<file path="src/rtl/adder_response_monitor_if.sv">
`default_nettype none
// +----------------------------------------------------------------------+
// | adder_response_monitor_if : stimulus/response bundle for the monitor  |
// | Rev 1.0                                                               |
// +----------------------------------------------------------------------+
interface adder_response_monitor_if #(
  parameter int CNT_W  = 8,
  parameter int MISR_W = 16
);
  logic              start;
  logic              vld;
  logic [3:0]        a;
  logic [3:0]        b;
  logic              cin;
  logic [4:0]        obs;
  logic              busy;
  logic              done;
  logic [CNT_W-1:0]  err_cnt;
  logic              first_err_vld;
  logic [CNT_W-1:0]  first_err_idx;
  logic              trojan_flag;
  logic [MISR_W-1:0] signature;

  modport master (
    output start, vld, a, b, cin, obs,
    input  busy, done, err_cnt, first_err_vld, first_err_idx, trojan_flag, signature
  );

  modport slave (
    input  start, vld, a, b, cin, obs,
    output busy, done, err_cnt, first_err_vld, first_err_idx, trojan_flag, signature
  );
endinterface
`default_nettype wire

</file>
<file path="src/rtl/adder_response_monitor.sv">
`default_nettype none
// +----------------------------------------------------------------------+
// | adder_response_monitor : checks a 4-bit adder per session, counts     |
// | mismatches; optional MISR under ADDER_MON_MISR_EN.     Rev 1.0        |
// +----------------------------------------------------------------------+
module adder_response_monitor #(
  parameter int                N_VEC     = 16,
  parameter int                CNT_W     = 8,
  parameter int                MISR_W    = 16,
  parameter logic [MISR_W-1:0] MISR_POLY = 16'h100B
) (
  input  logic                    clk,
  input  logic                    rst,
  adder_response_monitor_if.slave bus
);

  typedef enum logic [1:0] {
    S_IDLE = 2'd0,
    S_RUN  = 2'd1,
    S_DONE = 2'd2
  } state_t;

  localparam logic [CNT_W-1:0] c_N_VEC = CNT_W'(N_VEC);
  localparam logic [CNT_W-1:0] c_LAST  = CNT_W'(N_VEC - 1);

  state_t           r_state;
  logic [CNT_W-1:0] r_vec_idx;
  logic             r_s1_vld;
  logic [3:0]       r_s1_a;
  logic [3:0]       r_s1_b;
  logic             r_s1_cin;
  logic [4:0]       r_s1_obs;
  logic [CNT_W-1:0] r_s1_idx;
  logic [CNT_W-1:0] r_err_cnt;
  logic             r_first_vld;
  logic [CNT_W-1:0] r_first_idx;
  logic             r_busy;
  logic             r_done;
  logic             r_trojan;

  logic             w_sess_start;
  logic             w_accept;
  logic [4:0]       w_expected;
  logic             w_mismatch;
  logic [CNT_W-1:0] w_err_cnt_nxt;
  logic             w_last;

  assign w_sess_start  = (r_state != S_RUN) && bus.start;
  assign w_accept      = (r_state == S_RUN) && bus.vld && (r_vec_idx != c_N_VEC);
  assign w_expected    = {1'b0, r_s1_a} + {1'b0, r_s1_b} + {4'b0, r_s1_cin};
  assign w_mismatch    = r_s1_vld && (w_expected != r_s1_obs);
  assign w_err_cnt_nxt = (w_mismatch && !(&r_err_cnt)) ? r_err_cnt + CNT_W'(1) : r_err_cnt;
  assign w_last        = r_s1_vld && (r_s1_idx == c_LAST);

  always_ff @(posedge clk or posedge rst) begin
    if (rst) begin
      r_state     <= S_IDLE;
      r_vec_idx   <= '0;
      r_s1_vld    <= 1'b0;
      r_s1_a      <= '0;
      r_s1_b      <= '0;
      r_s1_cin    <= 1'b0;
      r_s1_obs    <= '0;
      r_s1_idx    <= '0;
      r_err_cnt   <= '0;
      r_first_vld <= 1'b0;
      r_first_idx <= '0;
      r_busy      <= 1'b0;
      r_done      <= 1'b0;
      r_trojan    <= 1'b0;
    end else begin
      case (r_state)
        S_IDLE, S_DONE: begin
          if (bus.start) begin
            r_state     <= S_RUN;
            r_busy      <= 1'b1;
            r_done      <= 1'b0;
            r_trojan    <= 1'b0;
            r_err_cnt   <= '0;
            r_first_vld <= 1'b0;
            r_first_idx <= '0;
            r_vec_idx   <= '0;
            r_s1_vld    <= 1'b0;
          end
        end
        S_RUN: begin
          // Stage 1: capture the applied vector and its index
          r_s1_vld <= w_accept;
          if (w_accept) begin
            r_s1_a    <= bus.a;
            r_s1_b    <= bus.b;
            r_s1_cin  <= bus.cin;
            r_s1_obs  <= bus.obs;
            r_s1_idx  <= r_vec_idx;
            r_vec_idx <= r_vec_idx + CNT_W'(1);
          end
          // Stage 2: compare against the golden sum
          if (r_s1_vld) begin
            r_err_cnt <= w_err_cnt_nxt;
            if (w_mismatch && !r_first_vld) begin
              r_first_vld <= 1'b1;
              r_first_idx <= r_s1_idx;
            end
            if (w_last) begin
              r_state  <= S_DONE;
              r_busy   <= 1'b0;
              r_done   <= 1'b1;
              r_trojan <= (w_err_cnt_nxt != '0);
            end
          end
        end
        default: r_state <= S_IDLE;
      endcase
    end
  end

  assign bus.busy          = r_busy;
  assign bus.done          = r_done;
  assign bus.err_cnt       = r_err_cnt;
  assign bus.first_err_vld = r_first_vld;
  assign bus.first_err_idx = r_first_idx;
  assign bus.trojan_flag   = r_trojan;

`ifdef ADDER_MON_MISR_EN
  logic [MISR_W-1:0] r_sig;
  logic [MISR_W-1:0] w_sig_nxt;

  assign w_sig_nxt = {r_sig[MISR_W-2:0], 1'b0}
                   ^ (r_sig[MISR_W-1] ? MISR_POLY : '0)
                   ^ MISR_W'(r_s1_obs);

  always_ff @(posedge clk or posedge rst) begin
    if (rst) begin
      r_sig <= '0;
    end else if (w_sess_start) begin
      r_sig <= '1;
    end else if ((r_state == S_RUN) && r_s1_vld) begin
      r_sig <= w_sig_nxt;
    end
  end

  assign bus.signature = r_sig;
`else
  logic w_unused_poly;
  assign w_unused_poly = ^MISR_POLY;
  assign bus.signature = '0;
`endif

endmodule
`default_nettype wire

</file>
<file path="src/flat_wrapper.sv">
// flat-port wrapper written by rule: the top's interface ports become plain ports
module adder_response_monitor_flat 
#(
  parameter int                N_VEC     = 16,
  parameter int                CNT_W     = 8,
  parameter int                MISR_W    = 16,
  parameter logic [MISR_W-1:0] MISR_POLY = 16'h100B
)
  (clk, rst, bus_start, bus_vld, bus_a, bus_b, bus_cin, bus_obs, bus_busy, bus_done, bus_err_cnt, bus_first_err_vld, bus_first_err_idx, bus_trojan_flag, bus_signature);
  adder_response_monitor_if #(.CNT_W(CNT_W), .MISR_W(MISR_W)) bus_i ();
  input  logic clk;
  input  logic rst;
  input wire logic [$bits(bus_i.start)-1:0] bus_start;
  input wire logic [$bits(bus_i.vld)-1:0] bus_vld;
  input wire logic [$bits(bus_i.a)-1:0] bus_a;
  input wire logic [$bits(bus_i.b)-1:0] bus_b;
  input wire logic [$bits(bus_i.cin)-1:0] bus_cin;
  input wire logic [$bits(bus_i.obs)-1:0] bus_obs;
  output wire logic [$bits(bus_i.busy)-1:0] bus_busy;
  output wire logic [$bits(bus_i.done)-1:0] bus_done;
  output wire logic [$bits(bus_i.err_cnt)-1:0] bus_err_cnt;
  output wire logic [$bits(bus_i.first_err_vld)-1:0] bus_first_err_vld;
  output wire logic [$bits(bus_i.first_err_idx)-1:0] bus_first_err_idx;
  output wire logic [$bits(bus_i.trojan_flag)-1:0] bus_trojan_flag;
  output wire logic [$bits(bus_i.signature)-1:0] bus_signature;
  assign bus_i.start = bus_start;
  assign bus_i.vld = bus_vld;
  assign bus_i.a = bus_a;
  assign bus_i.b = bus_b;
  assign bus_i.cin = bus_cin;
  assign bus_i.obs = bus_obs;
  assign bus_busy = bus_i.busy;
  assign bus_done = bus_i.done;
  assign bus_err_cnt = bus_i.err_cnt;
  assign bus_first_err_vld = bus_i.first_err_vld;
  assign bus_first_err_idx = bus_i.first_err_idx;
  assign bus_trojan_flag = bus_i.trojan_flag;
  assign bus_signature = bus_i.signature;
  adder_response_monitor #(.N_VEC(N_VEC), .CNT_W(CNT_W), .MISR_W(MISR_W), .MISR_POLY(MISR_POLY)) u_core (.clk(clk), .rst(rst), .bus(bus_i));
endmodule
</file>
<file path="config.mk">
export PLATFORM = sky130hd
export DESIGN_NAME = adder_response_monitor_flat
export DESIGN_NICKNAME = d
export VERILOG_FILES = /design/src/rtl/adder_response_monitor_if.sv /design/src/rtl/adder_response_monitor.sv /design/src/flat_wrapper.sv
export SDC_FILE = /design/constraint.sdc
export NUM_CORES = 1
export LEC_CHECK = 0
export CAP_MARGIN = 10
export CELL_PAD_IN_SITES_DETAIL_PLACEMENT = 1
export CELL_PAD_IN_SITES_GLOBAL_PLACEMENT = 1
export CORE_ASPECT_RATIO = 0.75
export CORE_UTILIZATION = 40
export DETAILED_ROUTE_END_ITERATION = 8
export DONT_BUFFER_PORTS = 1
export PLACE_DENSITY = 0.65
export SYNTH_ARGS = -nofsm -noshare
export SYNTH_HDL_FRONTEND = slang
export SYNTH_SLANG_ARGS = --single-unit
</file>
<file path="constraint.sdc">
create_clock -name clk -period 3.1 [get_ports clk]
set_input_delay 0.93 -clock clk [delete_from_list [all_inputs] [get_ports clk]]
set_output_delay 0.93 -clock clk [all_outputs]
set_load 0.01 [all_outputs]
</file>
* Word level (Yosys, flattened, before mapping)
Cells that the tools add are included.
** Storage, ports and cells
- Bits in registers :: 53
- Bits of input ports :: 18
- Output and inout bits :: 36
- Logic and storage cells :: 76
** Operators by class
- $add $sub $neg :: 4
- Eq/ne operators :: 10
- Mux-type cells :: 28
- Reductions and logical operators :: 20
** Operator list (number)
- 2-to-1 mux 8 bit :: 6
- one-hot mux 8 bit (2 select lines) :: 3
- adder 8 x 1 -> 8 bit (second input constant) :: 2
- 2-to-1 mux 1 bit :: 10
- one-hot mux 1 bit (2 select lines) :: 5
- AND reduction 3 bit :: 3
- == test 8 x 4 -> 1 bit (second input constant) :: 1
- inequality test 8 x 5 -> 1 bit (second input constant) :: 1
- AND reduction 4 bit :: 2
- AND reduction 8 bit :: 1
- nonzero test 8 bit :: 1
- logical AND 1 bit :: 6
- 2-to-1 mux 2 bit :: 3
- inequality test 2 x 1 -> 1 bit (second input constant) :: 3
- adder 4 x 4 -> 5 bit :: 1
- adder 5 x 1 -> 5 bit :: 1
- inequality test 5 bit :: 1
- inequality test 2 bit (second input constant) :: 2
- one-hot mux 2 bit (2 select lines) :: 1
- AND reduction 2 bit :: 2
- == test 2 x 1 -> 1 bit (second input constant) :: 1
- == test 2 bit (second input constant) :: 1
- zero test 1 bit :: 2
- zero test 2 bit :: 1
- 2 further kinds :: 2

* Longest topological paths before layout
Gate-level depths: netlist of run 1.
- Depth in word-level cells :: 10
- Gate-level depth with buffers :: 11
- Mapped depth without buffers :: 11

* Least setup slack after synthesis of run 1
OpenSTA, ideal clock, no wires.
- Kind :: flip-flop to flip-flop
- From :: register u_core.r_s1_cin
- To :: register u_core.r_trojan (netlist: u_core.bus.trojan_flag)
- Arrival time :: 2.756 ns
- Required time :: 2.976 ns
- Path slack :: 0.221 ns
- Cell stages (with the launch flop) :: 12
- Buffers on the path :: 0
- Clock period less this slack :: 2.879 ns
- Path through :: dfrtp_1 inv_1 fa_1 inv_1 fa_1 xnor2_1 nand2_1 or4_4 o21ai_2 mux2i_1 nand3_1 o31a_1
** On the way
- Longest elaborated chain between the ends :: 9
** RTL lines
- from (decl) :: RTL line adder_response_monitor.sv:31 : logic r_s1_cin;
- from (signal assigned) :: RTL line adder_response_monitor.sv:92 : r_s1_cin <= bus.cin;
- adder 5 x 1 -> 5 bit :: RTL line adder_response_monitor.sv:50 : assign w_expected = {1'b0, r_s1_a} + {1'b0, r_s1_b} + {4'b0, r_s1_cin};
- inequality test 5 bit :: RTL line adder_response_monitor.sv:51 : assign w_mismatch = r_s1_vld && (w_expected != r_s1_obs);
- logical AND 1 bit :: RTL line adder_response_monitor.sv:51
- logical AND 1 bit :: RTL line adder_response_monitor.sv:52 : assign w_err_cnt_nxt = (w_mismatch && !(&r_err_cnt)) ? r_err_cnt + CNT_W'(1) : r_err_cnt;
- 2-to-1 mux 8 bit :: RTL line adder_response_monitor.sv:52
- nonzero test 8 bit :: RTL line adder_response_monitor.sv:108 : r_trojan <= (w_err_cnt_nxt != '0);
- 2-to-1 mux 1 bit :: RTL line adder_response_monitor.sv:104 : if (w_last) begin
- 2-to-1 mux 1 bit :: RTL line adder_response_monitor.sv:98 : if (r_s1_vld) begin
- one-hot mux 1 bit (2 select lines) :: RTL line adder_response_monitor.sv:72 : case (r_state)
- to (signal assigned) :: RTL line adder_response_monitor.sv:108
- to (decl) :: RTL line adder_response_monitor.sv:39 : logic r_trojan;
Every way passes these cells. The select of a mux whose other input is x is not followed.
A chain may end at the register's enable or synchronous reset.

* Worst setup path in the final report of run 1
Same ends and word-level chain as after synthesis.

==> impl_results.html, run 1 <==
<table>
<tr><th>Metric</th><th>Value</th></tr>
<tr><th colspan="2">Logic synthesis</th></tr>
<tr><td>Largest cells by area after synthesis</td><td>sky130_fd_sc_hd__dfrtp_1, sky130_fd_sc_hd__o21ai_0, sky130_fd_sc_hd__mux2_2</td></tr>
<tr><td>Post-synthesis area per instance</td><td>9.85 sq um</td></tr>
<tr><td>Proportion of netlist area held by the largest area contributor</td><td>0.476</td></tr>
<tr><td>Synth warnings</td><td>0</td></tr>
<tr><td>Total of flip-flops plus latches after synthesis</td><td>53</td></tr>
<tr><td>Primary flip-flop cell chosen by synthesis mapping</td><td>sky130_fd_sc_hd__dfrtp_1</td></tr>
<tr><td>Sequential area share after synthesis</td><td>0.476</td></tr>
<tr><td>Number of standard cells after synthesis</td><td>~280</td></tr>
<tr><td>Cell accounting for the most synthesized area</td><td>sky130_fd_sc_hd__dfrtp_1</td></tr>
<tr><td>Unique cell type count in the Yosys netlist</td><td>47</td></tr>
<tr><td>Post-synthesis instance area</td><td>0.00279 sq mm</td></tr>
<tr><td>EDFF count, synth</td><td>0</td></tr>
<tr><td>Share of flip-flops with an asynchronous set or reset after synthesis</td><td>1.00</td></tr>
<tr><th colspan="2">Global routing</th></tr>
<tr><td>Global-route usage over all layers</td><td>0.173</td></tr>
<tr><td>Initial antenna violation count</td><td>0</td></tr>
<tr><td>Largest net degree at the start of global routing</td><td>54</td></tr>
<tr><td>Final global-route overflow total</td><td>0</td></tr>
<tr><td>Wire length of the first global-routing pass</td><td>roughly 9800 microns</td></tr>
<tr><td>Number of global-route vias before repair</td><td>about 1900</td></tr>
<tr><th colspan="2">STA</th></tr>
<tr><td>Pins Over Slew Limit</td><td>0</td></tr>
<tr><td>Final Skew</td><td>roughly 0.012 ns</td></tr>
<tr><td>Setup_tns</td><td>0 ns</td></tr>
<tr><td>Relative slew slack</td><td>0.547</td></tr>
<tr><td>Hold slack final</td><td>around 0.52 ns</td></tr>
<tr><td>Final count of negative-setup-slack endpoints</td><td>0</td></tr>
<tr><td>Final Hold Fails</td><td>0</td></tr>
<tr><td>Setup repair after global routing missed its margin</td><td>no</td></tr>
<tr><td>Final critical path time including I/O delays and setup</td><td>about 2.9 ns</td></tr>
<tr><td>Period utilization</td><td>0.939</td></tr>
<tr><td>Transition time at the pin with the least slew margin</td><td>between 0.6 and 0.7 ns</td></tr>
<tr><td>Max Fclk</td><td>around 0.34 GHz</td></tr>
<tr><th colspan="2">Drt</th></tr>
<tr><td>Routed WL per cell</td><td>roughly 16 microns</td></tr>
<tr><td>Iteration-0 DRC count of the detailed router</td><td>roughly 80</td></tr>
<tr><td>ANT nets after route</td><td>0</td></tr>
<tr><td>Total via count in the routed design</td><td>around 1900</td></tr>
<tr><td>Final wirelength</td><td>5810 microns</td></tr>
<tr><td>Post-detailed-route via-to-cell ratio</td><td>5.23</td></tr>
<tr><td>DR DRC count</td><td>2</td></tr>
<tr><td>Iteration count of the initial detailed-routing pass</td><td>8</td></tr>
<tr><th colspan="2">Place</th></tr>
<tr><td>RePlAce Congestion</td><td>around 0.77</td></tr>
<tr><td>Port Buffer Count</td><td>0</td></tr>
<tr><td>Number of placed instances, taps included</td><td>360</td></tr>
<tr><td>HPWL after detailed placement</td><td>around 4300 microns</td></tr>
<tr><th colspan="2">Pwr</th></tr>
<tr><td>Pwr dens</td><td>875 mW/mm^2</td></tr>
<tr><td>Leakage</td><td>approximately 0.0014 uW</td></tr>
<tr><td>Worst voltage drop across the vdd grid</td><td>roughly 0.46 mV</td></tr>
<tr><th colspan="2">Cells and area</th></tr>
<tr><td>Number of diodes added for antenna fixing</td><td>0</td></tr>
<tr><td>Most common cell after layout, fill and taps aside</td><td>sky130_fd_sc_hd__dfrtp_1</td></tr>
<tr><td>Proportion of layout cells with a drive suffix above 1</td><td>0.142</td></tr>
<tr><td>Area growth syn-to-layout</td><td>6.55%</td></tr>
<tr><td>Post-layout instance count excluding filler cells</td><td>370</td></tr>
<tr><td>Number of nets in the finished design</td><td>314</td></tr>
<tr><td>Leading cell types in the layout, fill and taps excluded</td><td>sky130_fd_sc_hd__dfrtp_1, sky130_fd_sc_hd__o21ai_0, sky130_fd_sc_hd__nand2_1, sky130_fd_sc_hd__inv_1</td></tr>
<tr><th colspan="2">Run</th></tr>
<tr><td>Maximum Capacitance Violations</td><td>0</td></tr>
<tr><th colspan="2">Outcome</th></tr>
<tr><td>Status</td><td>finished with violations</td></tr>
<tr><td>Violations in the final reports</td><td>DRC</td></tr>
<tr><th colspan="2">Critical path</th></tr>
<tr><td>Critical path startpoint category</td><td>register</td></tr>
<tr><td>Arrival time worst endpoint</td><td>about 3.1 ns</td></tr>
<tr><td>Cell family with the largest share of critical-path delay</td><td>adder cells</td></tr>
<tr><td>Required time reported for the critical path endpoint</td><td>between 3 and 4 ns</td></tr>
<tr><td>WS Path Type</td><td>reg2reg</td></tr>
<tr><td>Buffer and inverter count on the worst path</td><td>2</td></tr>
<tr><td>Critical Path Max Stage Delay</td><td>0.47 ns</td></tr>
<tr><td>Cells traversed along the worst timing path</td><td>inv_1 -&gt; fa_1 -&gt; inv_1 -&gt; fa_1 -&gt; xnor2_1 -&gt; nand2_1 -&gt; or4_4 -&gt; o21ai_2 -&gt; mux2i_1 -&gt; nand3_1 -&gt; o31a_1</td></tr>
<tr><td>Critical-path maximum fanout</td><td>3</td></tr>
<tr><td>Crit-path slowest cell</td><td>sky130_fd_sc_hd__or4_4</td></tr>
<tr><td>Critical Path Sink Type</td><td>register</td></tr>
<tr><th colspan="2">CTS</th></tr>
<tr><td>Clock latency on the worst-skew pair</td><td>0.31 ns</td></tr>
<tr><td>Hold buffer count at CTS</td><td>0</td></tr>
<tr><td>CTS clk-pin slew, worst paths</td><td>~0.10 ns</td></tr>
<tr><td>Root buffer selected by CTS</td><td>sky130_fd_sc_hd__clkbuf_8</td></tr>
<tr><td># H-tree levels</td><td>2</td></tr>
<tr><td>Number of clock sinks</td><td>53</td></tr>
<tr><td>Largest buffer count on any clock path</td><td>2</td></tr>
<tr><td>Total clock buffers created by CTS</td><td>5</td></tr>
<tr><td>CTS tree</td><td>done</td></tr>
<tr><th colspan="2">Floorplanning</th></tr>
<tr><td>Core area</td><td>0.00651 sq mm</td></tr>
<tr><td>Die extent in x</td><td>slightly below 100 microns</td></tr>
<tr><td>Number of cell rows</td><td>25</td></tr>
<tr><td>Initial standard-cell utilization of the core</td><td>0.429</td></tr>
<tr><td>Die height</td><td>~74 microns</td></tr>
<tr><td>Top-level port count</td><td>54</td></tr>
<tr><td>Floorplan die area</td><td>between 0.007 and 0.008 sq mm</td></tr>
<tr><th colspan="2">Min path</th></tr>
<tr><td>HP Class</td><td>reg2reg</td></tr>
</table>
final cells by class:
cell class,instances,area [sq um]
Inverter,20,75.1
Sequential cell,53,1330
Fill cell,758,3530
Multi-Input combinational cell,199,1280
Clock buffer,6,72.6
Clock inverter,2,38.8
Tap cell,81,101
Timing Repair Buffer,9,80.1
registers in the layout, indices dropped and copies added, names as in the netlist:
signal and count:
u_core.r_s1_b 4, u_core.bus.first_err_idx 8, u_core.r_s1_cin 1, u_core.r_s1_a 4, u_core.r_s1_vld 1, u_core.bus.err_cnt 8
u_core.bus.trojan_flag 1, u_core.bus.busy 1, u_core.bus.first_err_vld 1, u_core.bus.done 1, u_core.r_vec_idx 8, u_core.r_state 2
u_core.r_s1_idx 8, u_core.r_s1_obs 5
synth_stat cells, types with 2 or more instances:
library cell / n
sky130_fd_sc_hd__nor2_1: 14
sky130_fd_sc_hd__clkbuf_1: 5
sky130_fd_sc_hd__nor4_1: 2
sky130_fd_sc_hd__xor2_1: 9
sky130_fd_sc_hd__a21oi_1: 8
sky130_fd_sc_hd__nand3_1: 16
sky130_fd_sc_hd__nand2b_1: 4
sky130_fd_sc_hd__nand2_1: 29
sky130_fd_sc_hd__nor2b_1: 2
sky130_fd_sc_hd__ha_1: 6
sky130_fd_sc_hd__mux2_2: 12
sky130_fd_sc_hd__o21ai_4: 2
sky130_fd_sc_hd__buf_4: 16
sky130_fd_sc_hd__fa_1: 2
sky130_fd_sc_hd__inv_1: 20
sky130_fd_sc_hd__a31oi_1: 2
sky130_fd_sc_hd__buf_2: 4
sky130_fd_sc_hd__o21ai_0: 33
sky130_fd_sc_hd__o31a_1: 2
sky130_fd_sc_hd__xnor2_1: 4
sky130_fd_sc_hd__mux2i_1: 2
sky130_fd_sc_hd__and3_1: 6
sky130_fd_sc_hd__nor3_1: 3
sky130_fd_sc_hd__nand4_1: 5
sky130_fd_sc_hd__dfrtp_1: 53
cell families after synthesis:
group | share of synthesized area
simple gates | 0.162
compound gates | 0.126
flops | 0.476
buf+inv | 0.0879
xor+xnor | 0.0507
mux | 0.0556
fa+ha+maj | 0.0413
other cells | 0.00134
final timing paths:
| check | to | slack [ns] | depth (start not counted) | startpoint |
|---|---|---|---|---|
| worst min-delay path | u_core.r_s1_a[2]$_DFFE_PP0P_ | 0.52 | 1 | u_core.r_s1_a[2]$_DFFE_PP0P_ |
| worst min register to register | u_core.r_s1_a[2]$_DFFE_PP0P_ | 0.52 | 1 | u_core.r_s1_a[2]$_DFFE_PP0P_ |
| worst max-delay path | u_core.bus.trojan_flag$_DFFE_PP0P_ | 0.19 | 11 | u_core.r_s1_cin$_DFFE_PP0P_ |
| min in group asynchronous | u_core.bus.first_err_idx[2]$_DFFE_PP0P_ | 0.65 | 2 | rst |
| worst max register to register | u_core.bus.trojan_flag$_DFFE_PP0P_ | 0.19 | 11 | u_core.r_s1_cin$_DFFE_PP0P_ |
| max in group asynchronous | u_core.r_s1_b[2]$_DFFE_PP0P_ | 1.96 | 2 | rst |
worst reg2reg max path: stages, from the launching register on:
cell                      delay (ns)
sky130_fd_sc_hd__dfrtp_1        0.33
sky130_fd_sc_hd__inv_1          0.06
sky130_fd_sc_hd__fa_1           0.43
sky130_fd_sc_hd__inv_1          0.08
sky130_fd_sc_hd__fa_1           0.42
sky130_fd_sc_hd__xnor2_1        0.14
sky130_fd_sc_hd__nand2_1        0.09
sky130_fd_sc_hd__or4_4          0.47
sky130_fd_sc_hd__o21ai_2        0.15
sky130_fd_sc_hd__mux2i_1        0.24
sky130_fd_sc_hd__nand3_1        0.11
sky130_fd_sc_hd__o31a_1         0.30
repair_timing:
item | in CTS | in global routing
gates resized for setup | 0 | 0
setup endpoints to repair | 0 | 1
setup buffers | 0 | 2
per-stage QoR:
step                      setup WS [ns]  instance area (sq um)   util  total power, uW
after floorplan                   0.221                   2850      -             1880
after global placement            0.120                   2850  0.437             2090
after detailed placement         0.0626                   2850  0.437             2120
after CTS                        0.0359                   2960  0.454             2610
after global routing            0.00478                   2970  0.457             2820
final                             0.188                   2970  0.457             2600
power breakdown:
group / switching (uW) / internal, uW
clock network: 239 / 243
registers: 238 / 883
logic: 549 / 447
routing by layer:
layer | track usage | wire length (microns)
met3 | 0.0414 | 312
met2 | 0.270 | 2510
met4 | 0.0348 | 25
met1 | 0.248 | 2950
met5 | 0 | 0
No activity file was read; power rests on OpenSTA's default activity.
==> run 2, diff against run 1 <==
--- a/config.mk
+++ b/config.mk
@@ -9,6 +9,7 @@
 export CELL_PAD_IN_SITES_DETAIL_PLACEMENT = 1
 export CELL_PAD_IN_SITES_GLOBAL_PLACEMENT = 1
 export CORE_ASPECT_RATIO = 0.75
+export CORE_MARGIN = 5
 export CORE_UTILIZATION = 40
 export DETAILED_ROUTE_END_ITERATION = 8
 export DONT_BUFFER_PORTS = 1
@@ -16,3 +17,4 @@
 export SYNTH_ARGS = -nofsm -noshare
 export SYNTH_HDL_FRONTEND = slang
 export SYNTH_SLANG_ARGS = --single-unit
+export TNS_END_PERCENT = 50
==> impl_results.html, run 2 (synthesis results as in run 1) <==
<table>
<tr><th>Metric</th><th>Value</th></tr>
<tr><th colspan="2">Drt</th></tr>
<tr><td>Iteration count of the initial detailed-routing pass</td><td>4 (was 8)</td></tr>
<tr><td>Routed WL per cell</td><td>16.9 microns (was 15.7 microns)</td></tr>
<tr><td>DR DRC count</td><td>0 (was 2)</td></tr>
<tr><td>Final wirelength</td><td>6250 microns (was 5810 microns)</td></tr>
<tr><td>Total via count in the routed design</td><td>1927 (was 1935)</td></tr>
<tr><td>Post-detailed-route via-to-cell ratio</td><td>5.22 (was 5.23)</td></tr>
<tr><td>ANT nets after route</td><td>0 (unchanged)</td></tr>
<tr><td>Iteration-0 DRC count of the detailed router</td><td>62 (was 82)</td></tr>
<tr><th colspan="2">STA</th></tr>
<tr><td>Final count of negative-setup-slack endpoints</td><td>1 (was 0)</td></tr>
<tr><td>Final setup slack of the worst path</td><td>-0.00519 ns (was 0.188 ns)</td></tr>
<tr><td>Transition time at the pin with the least slew margin</td><td>0.498 ns (was 0.680 ns)</td></tr>
<tr><td>Period utilization</td><td>1.00 (was 0.939)</td></tr>
<tr><td>Pins Over Slew Limit</td><td>0 (unchanged)</td></tr>
<tr><td>Final critical path time including I/O delays and setup</td><td>3.11 ns (was 2.91 ns)</td></tr>
<tr><td>Final Skew</td><td>0.00268 ns (was 0.0119 ns)</td></tr>
<tr><td>Relative slew slack</td><td>0.665 (was 0.547)</td></tr>
<tr><td>Max Fclk</td><td>0.322 GHz (was 0.343 GHz)</td></tr>
<tr><td>Setup repair after global routing missed its margin</td><td>yes (was no)</td></tr>
<tr><td>Final Hold Fails</td><td>0 (unchanged)</td></tr>
<tr><th colspan="2">Pwr</th></tr>
<tr><td>Leakage</td><td>0.00134 uW (was 0.00136 uW)</td></tr>
<tr><td>Int Pwr</td><td>1560 uW (was 1570 uW)</td></tr>
<tr><td>Logic pwr share</td><td>0.374 (was 0.383)</td></tr>
<tr><td>Design Power</td><td>2590 uW (was 2600 uW)</td></tr>
<tr><td>Power share of the sequential group</td><td>0.436 (was 0.432)</td></tr>
<tr><td>Switching power as a share of total power</td><td>0.398 (was 0.395)</td></tr>
<tr><td>Worst voltage drop across the vdd grid</td><td>0.353 mV (was 0.456 mV)</td></tr>
<tr><td>Clk network pwr share</td><td>0.189 (was 0.185)</td></tr>
<tr><td>Pwr dens</td><td>873 mW/mm^2 (was 875 mW/mm^2)</td></tr>
<tr><td>Power spent charging and discharging nets</td><td>1030 uW (about the same)</td></tr>
<tr><th colspan="2">Place</th></tr>
<tr><td>Dpl cell area</td><td>0.00283 sq mm (was 0.00285 sq mm)</td></tr>
<tr><td>HPWL after detailed placement</td><td>4690 microns (was 4260 microns)</td></tr>
<tr><td>Port Buffer Count</td><td>0 (unchanged)</td></tr>
<tr><td>RePlAce Congestion</td><td>0.808 (was 0.772)</td></tr>
<tr><th colspan="2">Critical path</th></tr>
<tr><td>Startpoint of the lowest-slack register-to-register path</td><td>u_core.r_s1_cin$_DFFE_PP0P_ (unchanged)</td></tr>
<tr><td>Arrival time worst endpoint</td><td>3.30 ns (was 3.12 ns)</td></tr>
<tr><td>Worst reg2reg path depth</td><td>11 (unchanged)</td></tr>
<tr><td>Required time reported for the critical path endpoint</td><td>3.30 ns (was 3.31 ns)</td></tr>
<tr><td>R2r setup slk</td><td>-0.005 ns (was 0.19 ns)</td></tr>
<tr><td>WS Path Type</td><td>reg2reg (unchanged)</td></tr>
<tr><td>Critical path startpoint category</td><td>register (unchanged)</td></tr>
<tr><td>Critical-path maximum fanout</td><td>3 (unchanged)</td></tr>
<tr><td>Critical Path Sink Type</td><td>register (unchanged)</td></tr>
<tr><td>Endpoint of the lowest-slack register-to-register path</td><td>u_core.bus.trojan_flag$_DFFE_PP0P_ (unchanged)</td></tr>
<tr><th colspan="2">CTS</th></tr>
<tr><td># H-tree levels</td><td>2 (unchanged)</td></tr>
<tr><td>CTS clk-pin slew, worst paths</td><td>0.09 ns (was 0.10 ns)</td></tr>
<tr><td>Number of clock sinks</td><td>53 (unchanged)</td></tr>
<tr><td>Clock latency on the worst-skew pair</td><td>0.30 ns (was 0.31 ns)</td></tr>
<tr><td>CTS tree</td><td>done (unchanged)</td></tr>
<tr><td>Post CTS Setup Buffer Count</td><td>0 (unchanged)</td></tr>
<tr><td>Total clock buffers created by CTS</td><td>5 (unchanged)</td></tr>
<tr><td>Largest buffer count on any clock path</td><td>2 (unchanged)</td></tr>
<tr><td>Root buffer selected by CTS</td><td>sky130_fd_sc_hd__clkbuf_8 (unchanged)</td></tr>
<tr><th colspan="2">Global routing</th></tr>
<tr><td>Initial antenna violation count</td><td>0 (unchanged)</td></tr>
<tr><td>Wire length of the first global-routing pass</td><td>10400 microns (was 9770 microns)</td></tr>
<tr><td>Final global-route overflow total</td><td>0 (unchanged)</td></tr>
<tr><td>Number of global-route vias before repair</td><td>2025 (was 1903)</td></tr>
<tr><td>Global-route usage over all layers</td><td>0.152 (was 0.173)</td></tr>
<tr><td>Largest net degree at the start of global routing</td><td>44 (was 54)</td></tr>
<tr><th colspan="2">Floorplanning</th></tr>
<tr><td>Die extent in x</td><td>106 microns (was 98.4 microns)</td></tr>
<tr><td>Floorplan die area</td><td>0.00876 sq mm (was 0.00731 sq mm)</td></tr>
<tr><td>Number of cell rows</td><td>26 (was 25)</td></tr>
<tr><td>Initial standard-cell utilization of the core</td><td>0.410 (was 0.429)</td></tr>
<tr><td>Core area</td><td>0.00680 sq mm (was 0.00651 sq mm)</td></tr>
<tr><td>Die height</td><td>82.3 microns (was 74.3 microns)</td></tr>
<tr><td>Top-level port count</td><td>54 (unchanged)</td></tr>
<tr><th colspan="2">Outcome</th></tr>
<tr><td>Status</td><td>finished with violations (unchanged)</td></tr>
<tr><td>Violations in the final reports</td><td>setup timing (was DRC)</td></tr>
<tr><th colspan="2">Cells and area</th></tr>
<tr><td>Area growth syn-to-layout</td><td>6.37% (was 6.55%)</td></tr>
<tr><td>Post-layout instance area</td><td>0.00297 sq mm (about the same)</td></tr>
<tr><td>Post-layout utilization of the core</td><td>0.436 (was 0.457)</td></tr>
<tr><td>Leading cell types in the layout, fill and taps excluded</td><td>sky130_fd_sc_hd__dfrtp_1, sky130_fd_sc_hd__o21ai_0, sky130_fd_sc_hd__nand2_1, sky130_fd_sc_hd__inv_1 (unchanged)</td></tr>
<tr><td>Most common cell after layout, fill and taps aside</td><td>sky130_fd_sc_hd__dfrtp_1 (unchanged)</td></tr>
<tr><td>Proportion of layout cells with a drive suffix above 1</td><td>0.137 (was 0.142)</td></tr>
<tr><td>Number of diodes added for antenna fixing</td><td>0 (unchanged)</td></tr>
<tr><td>Number of nets in the finished design</td><td>310 (was 314)</td></tr>
<tr><th colspan="2">Min path</th></tr>
<tr><td>HP Class</td><td>in2async (was reg2reg)</td></tr>
<tr><th colspan="2">Run</th></tr>
<tr><td>Maximum Capacitance Violations</td><td>0 (unchanged)</td></tr>
</table>
-- run 2: power by group through the flow --
stage          logic (uW)  registers, uW  clock network [uW]
4_1_cts               967           1130                 510
3_3_place_gp          938           1140                   0
2_1_floorplan         809           1070                   0
3_5_place_dp          964           1140                   0
5_1_grt              1110           1170                 543
6_report              970           1130                 491
-- run 2: routing by layer --
layer	GRT usage	wire (microns)	up-vias	part of all wire
li1	-	-	937	-
met1	0.213	3110	941	0.50
met2	0.236	2740	44	0.44
met3	0.0373	358	5	0.057
met4	0.0421	45	0	0.0072
met5	0	0	-	0
-- run 2: metrics by stage --
step | std cells | hold WS [ns] | setup slack [ns] | setup TNS, ns
6_report | 369 | 0.433 | -0.00519 | -0.00519
3_3_place_gp | 361 | 0.501 | 0.133 | 0
4_1_cts | 369 | 0.427 | 0.0255 | 0
3_5_place_dp | 361 | 0.506 | 0.0209 | 0
2_1_floorplan | 298 | 0.485 | 0.221 | 0
5_1_grt | 369 | 0.431 | -0.180 | -0.397
-- run 2: timing repair --
action / in CTS / in global routing
gates resized for setup: 0 / 3
endpoints found under the setup margin: 0 / 3
hold buffers: 0 / 0
-- run 2: critical path, cell delays in order (launching register included) --
cell and delay (ns):
sky130_fd_sc_hd__dfrtp_1 0.34, sky130_fd_sc_hd__inv_1 0.06, sky130_fd_sc_hd__fa_1 0.44, sky130_fd_sc_hd__inv_1 0.08, sky130_fd_sc_hd__fa_1 0.42, sky130_fd_sc_hd__xnor2_1 0.14, sky130_fd_sc_hd__nand2_1 0.08, sky130_fd_sc_hd__or4_4 0.60
sky130_fd_sc_hd__o21ai_4 0.16, sky130_fd_sc_hd__mux2i_2 0.25, sky130_fd_sc_hd__nand3_1 0.12, sky130_fd_sc_hd__o31a_1 0.31
-- run 2: how the worst max path moves through the flow --
stage / startpoint / end / slack, ns / cells past startpoint
floorplan: u_core.r_s1_cin$_DFFE_PP0P_ / u_core.bus.trojan_flag$_DFFE_PP0P_ / 0.22 / 11
global route: u_core.r_s1_cin$_DFFE_PP0P_ / u_core.bus.trojan_flag$_DFFE_PP0P_ / -0.18 / 11
global placement: u_core.r_s1_cin$_DFFE_PP0P_ / u_core.bus.trojan_flag$_DFFE_PP0P_ / 0.13 / 11
detailed placement: u_core.r_s1_cin$_DFFE_PP0P_ / u_core.bus.trojan_flag$_DFFE_PP0P_ / 0.02 / 11
CTS: u_core.r_s1_cin$_DFFE_PP0P_ / u_core.bus.trojan_flag$_DFFE_PP0P_ / 0.03 / 11
finish: u_core.r_s1_cin$_DFFE_PP0P_ / u_core.bus.trojan_flag$_DFFE_PP0P_ / -0.005 / 11
-- run 2: layout make-up --
type                            count  area (sq um)
Fill cell                         765          3830
Sequential cell                    53          1330
Multi-Input combinational cell    199          1290
Tap cell                           84           105
Clock buffer                        7          86.3
Inverter                           20          75.1
Timing Repair Buffer                5          50.0
Clock inverter                      1          30.0
